===== src/rtl/dmem_arbiter.sv =====
// rtl/dmem_arbiter.sv - round-robin arbiter with bounded lock sharing one data memory between two masters
//
// Purpose: grants at most one memory access per cycle to either the LSU
// (master 0) or the DMA/debug master (master 1). Priority alternates; a
// master may hold the memory for up to MAX_LOCK consecutive beats by
// asserting lock. Load data is registered into a per-master response.
//
// Ports:
//   i_clk, i_reset          clock, asynchronous active-low reset
//   i_mN_req/lock           request (held until granted), keep-grant hint
//   i_mN_addr/wdata/bmask   byte address, store data, byte mask
//   i_mN_wren               1 = store, 0 = load
//   o_mN_gnt                combinational grant for this cycle
//   o_mN_rvalid/rdata/err   one-cycle response in the cycle after the grant
//   o_mem_*                 request forwarded to the memory
//   i_mem_rdata             combinational read data from the memory
module dmem_arbiter #(
  parameter int ADDR_W   = 11,
  parameter int MAX_LOCK = 4
) (
  input  logic              i_clk,
  input  logic              i_reset,
  input  logic              i_m0_req,
  input  logic              i_m0_lock,
  input  logic [ADDR_W-1:0] i_m0_addr,
  input  logic [31:0]       i_m0_wdata,
  input  logic [3:0]        i_m0_bmask,
  input  logic              i_m0_wren,
  input  logic              i_m1_req,
  input  logic              i_m1_lock,
  input  logic [ADDR_W-1:0] i_m1_addr,
  input  logic [31:0]       i_m1_wdata,
  input  logic [3:0]        i_m1_bmask,
  input  logic              i_m1_wren,
  output logic              o_m0_gnt,
  output logic              o_m0_rvalid,
  output logic [31:0]       o_m0_rdata,
  output logic              o_m0_err,
  output logic              o_m1_gnt,
  output logic              o_m1_rvalid,
  output logic [31:0]       o_m1_rdata,
  output logic              o_m1_err,
  output logic [ADDR_W-1:0] o_mem_addr,
  output logic [31:0]       o_mem_wdata,
  output logic [3:0]        o_mem_bmask,
  output logic              o_mem_wren,
  input  logic [31:0]       i_mem_rdata
);

  localparam int               CNT_W   = $clog2(MAX_LOCK + 1);
  localparam logic [CNT_W-1:0] MAX_CNT = CNT_W'(MAX_LOCK);
  localparam bit               LOCK_EN = (MAX_LOCK > 1);

  typedef enum logic {ST_IDLE, ST_LOCKED} state_t;

  state_t           state_q, state_d;
  logic             owner_q, owner_d;
  logic [CNT_W-1:0] cnt_q, cnt_d;
  logic             rr_q, rr_d;
  logic [1:0]       rvalid_q, rvalid_d;
  logic [1:0]       err_q, err_d;
  logic [31:0]      rdata0_q, rdata0_d;
  logic [31:0]      rdata1_q, rdata1_d;

  logic              owner_hold;
  logic              gnt0, gnt1, gnt_any;
  logic [ADDR_W-1:0] sel_addr;
  logic [31:0]       sel_wdata;
  logic [3:0]        sel_bmask;
  logic              sel_wren, sel_lock, legal;
  logic [31:0]       rd_val;
  logic [CNT_W-1:0]  cnt_inc;

  // The lock only binds while its owner keeps requesting; otherwise the
  // cycle falls through to normal arbitration so no bubble is inserted.
  assign owner_hold = (state_q == ST_LOCKED) && (owner_q ? i_m1_req : i_m0_req);

  always_comb begin
    gnt0 = 1'b0;
    gnt1 = 1'b0;
    if (owner_hold) begin
      gnt0 = ~owner_q;
      gnt1 = owner_q;
    end else if (i_m0_req && i_m1_req) begin
      gnt0 = ~rr_q;
      gnt1 = rr_q;
    end else begin
      gnt0 = i_m0_req;
      gnt1 = i_m1_req;
    end
  end

  assign gnt_any   = gnt0 | gnt1;
  assign sel_addr  = gnt1 ? i_m1_addr  : i_m0_addr;
  assign sel_wdata = gnt1 ? i_m1_wdata : i_m0_wdata;
  assign sel_bmask = gnt1 ? i_m1_bmask : i_m0_bmask;
  assign sel_wren  = gnt1 ? i_m1_wren  : i_m0_wren;
  assign sel_lock  = gnt1 ? i_m1_lock  : i_m0_lock;
  assign legal     = (sel_bmask == 4'b1111) || (sel_bmask == 4'b0011) ||
                     (sel_bmask == 4'b0001);

  // Illegal masks are still granted (so the master sees an error response)
  // but never reach the memory as a write.
  assign o_mem_addr  = gnt_any ? sel_addr  : '0;
  assign o_mem_wdata = gnt_any ? sel_wdata : '0;
  assign o_mem_bmask = (gnt_any && legal) ? sel_bmask : 4'b0000;
  assign o_mem_wren  = gnt_any && legal && sel_wren;

  assign rd_val  = (legal && !sel_wren) ? i_mem_rdata : 32'h0;
  assign cnt_inc = cnt_q + CNT_W'(1);

  always_comb begin
    state_d  = state_q;
    owner_d  = owner_q;
    cnt_d    = cnt_q;
    rr_d     = rr_q;
    rvalid_d = {gnt1, gnt0};
    err_d    = {gnt1 & ~legal, gnt0 & ~legal};
    rdata0_d = gnt0 ? rd_val : rdata0_q;
    rdata1_d = gnt1 ? rd_val : rdata1_q;
    if (gnt_any) begin
      rr_d = ~gnt1;
      if (owner_hold) begin
        // Owner beat: extend the lock until it is dropped or exhausted.
        if (sel_lock && (cnt_inc < MAX_CNT)) begin
          cnt_d = cnt_inc;
        end else begin
          state_d = ST_IDLE;
          cnt_d   = '0;
        end
      end else if (sel_lock && LOCK_EN) begin
        state_d = ST_LOCKED;
        owner_d = gnt1;
        cnt_d   = CNT_W'(1);
      end else begin
        state_d = ST_IDLE;
        cnt_d   = '0;
      end
    end else begin
      state_d = ST_IDLE;
      cnt_d   = '0;
    end
  end

  always_ff @(posedge i_clk or negedge i_reset) begin
    if (!i_reset) begin
      state_q  <= ST_IDLE;
      owner_q  <= 1'b0;
      cnt_q    <= '0;
      rr_q     <= 1'b0;
      rvalid_q <= 2'b00;
      err_q    <= 2'b00;
      rdata0_q <= 32'h0;
      rdata1_q <= 32'h0;
    end else begin
      state_q  <= state_d;
      owner_q  <= owner_d;
      cnt_q    <= cnt_d;
      rr_q     <= rr_d;
      rvalid_q <= rvalid_d;
      err_q    <= err_d;
      rdata0_q <= rdata0_d;
      rdata1_q <= rdata1_d;
    end
  end

  assign o_m0_gnt    = gnt0;
  assign o_m1_gnt    = gnt1;
  assign o_m0_rvalid = rvalid_q[0];
  assign o_m1_rvalid = rvalid_q[1];
  assign o_m0_err    = err_q[0];
  assign o_m1_err    = err_q[1];
  assign o_m0_rdata  = rdata0_q;
  assign o_m1_rdata  = rdata1_q;

endmodule

===== config.mk =====
export PLATFORM = sky130hd
export DESIGN_NAME = dmem_arbiter
export DESIGN_NICKNAME = d
export VERILOG_FILES = /design/src/rtl/dmem_arbiter.sv
export SDC_FILE = /design/constraint.sdc
export NUM_CORES = 1
export LEC_CHECK = 0
export CAP_MARGIN = 20
export CORE_MARGIN = 2
export CORE_UTILIZATION = 38
export CTS_CLUSTER_DIAMETER = 120
export CTS_CLUSTER_SIZE = 14
export DETAILED_ROUTE_END_ITERATION = 8
export PLACE_DENSITY = 0.91
export RECOVER_POWER = 50
export SYNTH_ARGS = -nofsm -noshare
export SYNTH_HDL_FRONTEND = slang
export SYNTH_SLANG_ARGS = --single-unit

===== constraint.sdc =====
create_clock -name i_clk -period 3.2 [get_ports i_clk]
set_input_delay 0.48 -clock i_clk [delete_from_list [all_inputs] [get_ports i_clk]]
set_output_delay 0.48 -clock i_clk [all_outputs]
set_load 0.1 [all_outputs]

---- Word level (Yosys, flattened, before mapping) ----
Cells that the tools add are included.
word-level totals
  flip-flop bits (word level) ............. 74
  bits of input ports ..................... 134
  output and inout bits ................... 118
  logic and storage cells ................. 54
cells by class
  add/sub/neg operators ................... 1
  order comparisons ....................... 1
  eq/ne operators ......................... 4
  multiplexer cells ....................... 22
  bitwise logic cells ..................... 8
  reductions and logical operators ........ 10
operators with widths
  kind                                               number
  two-way mux 32 bit                                 3
  two-way mux 11 bit                                 2
  two-way mux 1 bit                                  12
  two-way mux 3 bit                                  3
  two-way mux 4 bit                                  2
  logical AND 1 bit                                  6
  NOT 1 bit                                          5
  == test 4 x 1 -> 1 bit, second input constant      1
  == test 4 x 2 -> 1 bit, second input constant      1
  == test 4 bit, second input constant               1
  adder 3 x 1 -> 3 bit, second input constant        1
  less-than comparator 3 bit, second input constant  1
  != test 3 bit, second input constant               1
  AND reduction 3 bit                                1
  bitwise AND 1 bit                                  2
  logical OR 1 bit                                   2
  zero test 1 bit                                    1
  bitwise OR 1 bit                                   1

---- Depth between registers and ports, before layout ----
Gate-level depths: netlist (run 1).
  word-level depth ........................ 9
  gate-level depth with buffers ........... 7

---- Least setup slack after synthesis (run 1) ----
OpenSTA, ideal clock, no wires.
  path kind ............................... reg2out
  start ................................... register owner_q
  end ..................................... output port o_mem_addr[6]
  data arrival time ....................... 2.637 ns
  setup slack ............................. 0.083 ns
  stages on the path, launching flop included .. 6
  path through ............................ dfrtp_1 > mux2_2 > o21ai_4 > buf_2 > nand2_1 > a21oi_1
on the way
  word-level cells in the longest chain between the ends .. 5
  elaborated cells between the ends (all ways) .. 8
  those cells by class .................... mux (5); bitwise (2); reduce/logical (1)
RTL lines
  item                                                    RTL line  RTL
  from (decl)                                             57        logic owner_q, owner_d;
  from (signal assigned)                                  157       owner_q <= owner_d;
  two-way mux 1 bit                                       76        assign owner_hold = (state_q == ST_LOCKED) && (owner_q ? i_m1_req : i_m0_req);
  logical AND 1 bit                                       76
  two-way mux 1 bit                                       81        if (owner_hold) begin
  two-way mux 11 bit or bitwise OR 1 bit (tied branches)  94, 93
  two-way mux 11 bit *                                    104       assign o_mem_addr = gnt_any ? sel_addr : '0;
  to (decl)                                               43        output logic [ADDR_W-1:0] o_mem_addr,
Mark *: on every way between the ends. The rest lies on a longest branch, timed or not.

---- Worst setup path after layout (run 1) ----
  start ................................... input port i_m1_req
  end ..................................... output port o_mem_addr[2]
on the way
  word-level cells in the longest chain between the ends .. 5
  elaborated cells between the ends (all ways) .. 10
  those cells by class .................... mux (7); bitwise (1); reduce/logical (2)
RTL lines
  item                                                    RTL line  RTL
  from (decl)                                             29        input logic i_m1_req,
  logical AND 1 bit or two-way mux 1 bit (tied branches)  84, 76
  two-way mux 1 bit or logical AND 1 bit (tied branches)  84, 76
  two-way mux 1 bit                                       81
  two-way mux 11 bit or bitwise OR 1 bit (tied branches)  94, 93
  two-way mux 11 bit *                                    104
Marks and branches as above.

==> results.md, run 1 <==
- Xor-xnor portion of the synthesized cell area: 0.7160%
- DR iter-0 viols: 186
- Initial antenna violation count: 1
- End point of the critical path: o_mem_addr[2]
- Worst Max-Slew Pin Slew: 1795 ps
- Die H: 102.3 µm
- DP HPWL: 11520 µm
- Core area: 9284 µm²
- R2r endpoint: o_m0_rdata[1]$_DFFE_PN0P_
- RSZ-0062 raised after global routing: false
- Io pins: 252
- Lkg Pwr: 2.930 nW
- Synth top area cells: dfrtp_1 (50%), nand2_1 (19%), o2bb2ai_1 (7.6%)
- Synth Area in Adders: 0.3409%
- Synth cell count leaders: nand2_1 (185), dfrtp_1 (74), a21oi_1 (33), o21ai_0 (33), o2bb2ai_1 (32)
- Max-slew violations: 109
- Pwr dens: 511.7 nW/µm²
- PortBufs: 251
- Nets: 823
- Setup TNS: 0 ps
- Main combinational cell family by area after synthesis: simple AND/OR/NAND/NOR gates
- Worst Hold Class: flip-flop to flip-flop
- Antenna Nets Post-Route: 0
- Largest net degree at the start of global routing: 75
- Worst rel slew slack: -19.66%
- Final wirelength: 15170 µm
- R2R Setup Slk: 350 ps
- Avg Cell Area, Syn: 8.173 µm²
- Number of flops mapped to enable cells by yosys: 0
- WP data arrival: 2500 ps
- Die X-Extent: 102.3 µm
- CP max-delay cell: dlygate4sd3_1
- Reg-to-reg startpoint: owner_q$_DFFE_PN0P_
- CTS tree: yes
- Setup Skew: 6.765 ps
- Worst-Skew Late Latency: 330 ps
- Max Freq: 335.4 MHz
- Min Tclk post-route: 2981 ps
- Yosys warns: 0
- Cells after synthesis: 449
- Crit. Startpoint: i_m1_req
- CP dominant cell by count: buf_12
- Compound-cell area share of the yosys netlist: 18.55%
- Worst-path cell chain: dlygate4sd3_1, o21ai_4, inv_2, buf_12, nand2_1, a21oi_1, buf_12
- Placer congestion estimate: 0.8320
- Global-route wire length before repair: 22270 µm
- Congestion Overflow GR: 0
- Htree depth: 3
- TritonCTS buffer count: 9
- Run status: finished, violations left
- CP max FO: 47
- Most frequent cell after synthesis: nand2_1
- Final setup violating endpoints: 0
- Asr flop ratio synth: 100.0%
- Cell Area, Synth: 3670 µm²
- Max Cap Viol: 2
- Post-CTS Hold Buffers: 0
- Slowest stage delay, CP: 670 ps
- Fillers: 696
- CP endpoint kind: primary output
- Via density per instance: 5.200
- Die outline area: 10460 µm²
- Maximum buffer depth of the clock tree: 2
- Clock root buffer: clkbuf_8
- Netlist cell types: 34
- Post-CTS setup buffers: 0
- Global Route Usage Sum: 27.58%
- Synth Area in Simple Gates: 24.07%
- Post-CTS Resized: 0
- Seq/Total Area, Yosys: 50.46%
- Multiplexer area fraction after synthesis: 1.159%
- Flops & latches, synth: 74
- Critical Path RT: 2720 ps
- Failing checks: capacitance limit, slew limit
- Post-synth top area share: 50.46%
- DR WL/cell: 18.44 µm
- Drc violations: 0
- Vias in the first global route: 4267
- Via count: 4280
- Initial core utilization: 39.53%
- Crit path kind: primary input to primary output
- CTS clock-pin slew for the worst setup and hold paths: 70 ps
- R2R cell count: 7
- Crit share post-route: 93.17%
- Top FF cell, synth: dfrtp_1
- Area grow syn2layout: 85.34%
- Final Hold Viols: 0
- CP startpoint kind: primary input
- Yosys top cell by area: dfrtp_1
- Drt first pass iters: 5
- Syn Nets: 584
- Share of cells above drive strength 1: 11.40%
- Count of clock tree sinks: 74
- Tot Pwr: 3.480 mW
- Num rows: 35
- Maximum vdd drop: 357.9 µV
registers in the layout, summed over array words and instances (netlist names):
register and count:
cnt_q 3, err_q 2, o_m0_rdata 32, o_m1_rdata 32, owner_q 1, rr_q 1
rvalid_q 2, state_q 1
how the worst min path moves through the flow:
stage                                       to  slack [ps]                       start  cells past startpoint
floorplan                   cnt_q[0]$_DFF_PN0_         180                     i_reset                      0
global placement    o_m1_rdata[19]$_DFFE_PN0N_         460  o_m1_rdata[19]$_DFFE_PN0N_                      2
detailed placement   o_m1_rdata[8]$_DFFE_PN0N_         470   o_m1_rdata[8]$_DFFE_PN0N_                      2
CTS                 o_m1_rdata[10]$_DFFE_PN0N_         310                     i_reset                      1
global route        o_m1_rdata[16]$_DFFE_PN0N_         500  o_m1_rdata[16]$_DFFE_PN0N_                      2
finish               o_m1_rdata[8]$_DFFE_PN0N_         480   o_m1_rdata[8]$_DFFE_PN0N_                      2
metrics by stage:
| stage | instance area (µm²) | std cells | util, % | setup WS (ps) | hold WS (ps) |
|---|---|---|---|---|---|
| after global routing | 6802 | 823 | 73.26 | 119.0 | 500.4 |
| after detailed placement | 6728 | 806 | 72.47 | 277.9 | 469.1 |
| final | 6802 | 823 | 73.26 | 218.5 | 478.2 |
| after floorplan | 3670 | 449 | - | 82.54 | 184.4 |
| after global placement | 6728 | 806 | 72.47 | 297.8 | 463.6 |
| after CTS | 6914 | 822 | 74.47 | 254.6 | 308.0 |
report_power, final:
part / internal (mW) / switching [mW]
clock network: 0.358 / 0.331
logic: 0.558 / 1.22
registers: 0.985 / 0.0302
cells by family (layout without fill, tap and decap cells):
family | count (synthesis) | count (layout)
AOI/OAI and AO/OA | 106 | 106
xor gates and xnor gates | 3 | 3
adders and majority gates | 1 | 1
buffers and inverters | 38 | 282
DFF | 74 | 74
muxes | 4 | 4
other | 1 | 2
and+or+nand+nor | 222 | 222
layout by cell type, fill, tap and decap left out, types with 2 or more instances in the layout:
| master | count |
|---|---|
| buf_12 | 52 |
| and3_1 | 3 |
| nor3_1 | 2 |
| mux2i_1 | 2 |
| clkdlybuf4s50_1 | 171 |
| nand2_1 | 185 |
| o2bb2ai_1 | 32 |
| clkbuf_1 | 32 |
| a21oi_1 | 33 |
| buf_4 | 7 |
| clkinvlp_4 | 2 |
| nor2b_1 | 2 |
| nor2_1 | 9 |
| o21a_1 | 3 |
| clkbuf_8 | 9 |
| nand3_1 | 12 |
| o21ai_0 | 33 |
| clkinv_2 | 2 |
| nand4_1 | 4 |
| xnor2_1 | 2 |
| inv_1 | 2 |
| dfrtp_1 | 74 |
layout make-up:
class / count / area, µm² / area share [%]
Multi-Input combinational cell: 337 / 1652 / 24.28
Tap cell: 129 / 161.4 / 2.373
Antenna cell: 1 / 2.502 / 0.03679
Clock inverter: 5 / 55.05 / 0.8094
Clock buffer: 11 / 131.4 / 1.932
Inverter: 4 / 15.01 / 0.2208
Timing Repair Buffer: 262 / 2933 / 43.12
Sequential cell: 74 / 1852 / 27.23
critical path, delay by kind of cell:
kind	cells	cell delay [ps]
buffers and inverters	4	1430
AO/OA/AOI/OAI	2	460
AND/OR/NAND/NOR	1	90
metal layers:
| metal | vias up | track usage [%] | routed length (µm) |
|---|---|---|---|
| met1 | 2037 | 33.49 | 5859 |
| li1 | 1967 | - | - |
| met3 | 46 | 5.951 | 1119 |
| met4 | 0 | 12.21 | 607 |
| met2 | 230 | 47.22 | 7588 |
| met5 | - | 0 | 0 |
Power figures use the tool's default switching activity.
==> inputs of run 2 (changes only) <==
--- a/config.mk
+++ b/config.mk
@@ -6,13 +6,15 @@
 export NUM_CORES = 1
 export LEC_CHECK = 0
 export CAP_MARGIN = 20
-export CORE_MARGIN = 2
+export CORE_MARGIN = 10
 export CORE_UTILIZATION = 38
 export CTS_CLUSTER_DIAMETER = 120
 export CTS_CLUSTER_SIZE = 14
 export DETAILED_ROUTE_END_ITERATION = 8
 export PLACE_DENSITY = 0.91
 export RECOVER_POWER = 50
+export SLEW_MARGIN = 40
 export SYNTH_ARGS = -nofsm -noshare
 export SYNTH_HDL_FRONTEND = slang
 export SYNTH_SLANG_ARGS = --single-unit
+export TNS_END_PERCENT = 1
==> run 2 against run 1 <==
The run still ends with capacitance limit, slew limit left; wire length up 11%; register-to-register slack gained 780 ps; largest cell class unchanged; global-route usage down 4.4 points; critical path type unchanged; die area grew 34%; maximum frequency about the same; non-clock buffer count increased by 2; clock power fell by 7.4%; via count shrank 0.61%; first-iteration DRC count rose by 150%; combinational power barely moved; hold slack is essentially flat; power is 2.1% lower.
==> results.md, run 2 (synthesized netlist as in run 1, its figures left out) <==
- TritonCTS buffer count: 9
- Clock root buffer: clkbuf_8
- Num rows: 35
- Final setup violating endpoints: 0
- ANT cells: 0
- WP data arrival: 2500 ps
- CP top delay family: buffers and inverters
- Via count: 4254
- Fillers: 753
- Die H: 118.3 µm
- Crit share post-route: 93.26%
- Via density per instance: 5.169
- Die outline area: 13990 µm²
- DR iter-0 viols: 462
- Area grow syn2layout: 79.34%
- CP endpoint kind: primary output
- Worst rel slew slack: -20.15%
- Footprint of the multi-input gates: 1652 µm²
- RSZ-0062 raised after global routing: false
- Setup Skew: 14.52 ps
- Post-CTS Resized: 0
- Max-slew violations: 75
- Sw Share: 47.06%
- Crit path kind: primary input to primary output
- Final Hold Viols: 0
- CP max FO: 43
- Share of cells above drive strength 1: 13.83%
- Commonest cells after routing, fill and taps aside: nand2_1 (185), clkdlybuf4s50_1 (132), dfrtp_1 (74)
- Reg area: 1852 µm²
- Critical Path RT: 2720 ps
- Initial core utilization: 39.34%
- Psw: 1.603 mW
- Dpl cell area: 6639 µm²
- Clk pwr share: 18.7%
- Commonest non-fill, non-tap cell in the layout: nand2_1
- Lkg Pwr: 2.891 nW
- Max Cap Viol: 1
- Worst-Skew Late Latency: 330 ps
- Max Freq: 335.1 MHz
- Final wirelength: 16800 µm
- Drt first pass iters: 5
- Vias in the first global route: 4430
- Largest net degree at the start of global routing: 75
- Die X-Extent: 118.3 µm
- Initial antenna violation count: 0
- Maximum vdd drop: 282.0 µV
- Min Hold Slack: 478.3 ps
- Post-CTS setup buffers: 0
- Design Area, Final: 6581 µm²
- Htree depth: 3
- Congestion Overflow GR: 0
- DP HPWL: 13570 µm
- Number of buffers and inverters on the critical path: 4
- Placer congestion estimate: 0.8714
- Setup TNS: 0 ps
- Count of clock tree sinks: 74
- Internal power: 1.803 mW
- Min Tclk post-route: 2984 ps
- Nets: 825
- Core area: 9328 µm²
- Worst-path cell chain: clkdlybuf4s50_1, inv_1, o21ai_4, buf_4, nand2_1, a21oi_1, buf_12
- CTS clock-pin slew for the worst setup and hold paths: 70 ps
- Worst Max-Slew Pin Slew: 1802 ps
- Antenna Nets Post-Route: 0
- Io pins: 252
- Global Route Usage Sum: 23.18%
- Maximum buffer depth of the clock tree: 2
- Failing checks: capacitance limit, slew limit
- CP max-delay cell: clkdlybuf4s50_1
- Run status: finished, violations left
- Worst Hold Class: flip-flop to flip-flop
- Pwr dens: 517.6 nW/µm²
- Global-route wire length before repair: 26160 µm
- DR WL/cell: 20.42 µm
- CP startpoint kind: primary input
- CTS tree: yes
- PortBufs: 251
- Comb pwr share: 51.5%
- Slowest stage delay, CP: 570 ps
- Post-CTS Hold Buffers: 0
- Drc violations: 0
- Sequential share of power: 29.8%
run 2: cell types whose count changed in the layout (fill, tap and decap cells not counted), moves of 2 or more:
cell | before | now
buf_2 | 0 | 3
buf_4 | 7 | 18
clkbuf_1 | 32 | 58
clkdlybuf4s50_1 | 171 | 132
inv_6 | 0 | 2
run 2: metrics by stage:
stage               setup WS [ps]  cells  util, %  total power, mW
global placement            394.8    808    71.29            2.793
global route                144.7    823    70.56            3.542
detailed placement          240.6    808    71.17            2.821
floorplan                   82.54    449        -            2.120
CTS                         246.4    823    72.96            3.464
finish                      215.8    823    70.56            3.406
run 2: worst paths after layout:
kind	startpoint	to	slack [ps]	cells after the start
hold / removal	o_m1_rdata[31]$_DFFE_PN0N_	o_m1_rdata[31]$_DFFE_PN0N_	480	2
setup / recovery	i_m0_req	o_mem_wdata[21]	220	7
setup reg to reg	state_q$_DFFE_PN0P_	state_q$_DFFE_PN0P_	1130	7
min in group asynchronous	i_reset	o_m0_rdata[21]$_DFFE_PN0P_	640	1
hold reg to reg	o_m1_rdata[31]$_DFFE_PN0N_	o_m1_rdata[31]$_DFFE_PN0N_	480	2
max in group asynchronous	i_reset	cnt_q[1]$_DFF_PN0_	1500	1
run 2: tightest hold or removal path: stages (launching register included):
cell     delay [ps]
dfrtp_1         340
nand2_1          40
o21ai_0          60
run 2: cell type report:
class                      count  area share (%)
sequential                    74           28.14
inverter                       4          0.2281
clock inverter                 6          0.6464
timing repair buffer         264           41.56
multi-input combinational    337           25.10
tap                          129           2.452
clock buffer                   9           1.882
run 2: routing by layer:
layer,global-route usage [%],up-vias,routed length (µm)
met5,0,-,0
met4,6.182,0,452
met3,7.044,30,1342
met2,41.17,222,8511
met1,26.30,2027,6497
li1,-,1975,-
run 2: power groups by stage:
stage                     clock network, mW  registers (mW)  logic, mW
after floorplan                           0            1.34      0.784
after global placement                    0            1.03       1.77
after detailed placement                  0            1.03       1.79
after CTS                             0.658            1.01       1.79
after global routing                  0.708            1.02       1.81
final                                 0.638            1.01       1.75
==> inputs of run 3 (changes only) <==
--- a/config.mk
+++ b/config.mk
@@ -11,6 +11,7 @@
 export CTS_CLUSTER_DIAMETER = 120
 export CTS_CLUSTER_SIZE = 14
 export DETAILED_ROUTE_END_ITERATION = 8
+export GPL_ROUTABILITY_DRIVEN = 0
 export PLACE_DENSITY = 0.91
 export RECOVER_POWER = 50
 export SLEW_MARGIN = 40
==> results of run 3 <==
Same layout as run 2: the final DEF is identical, and so are final timing and power.
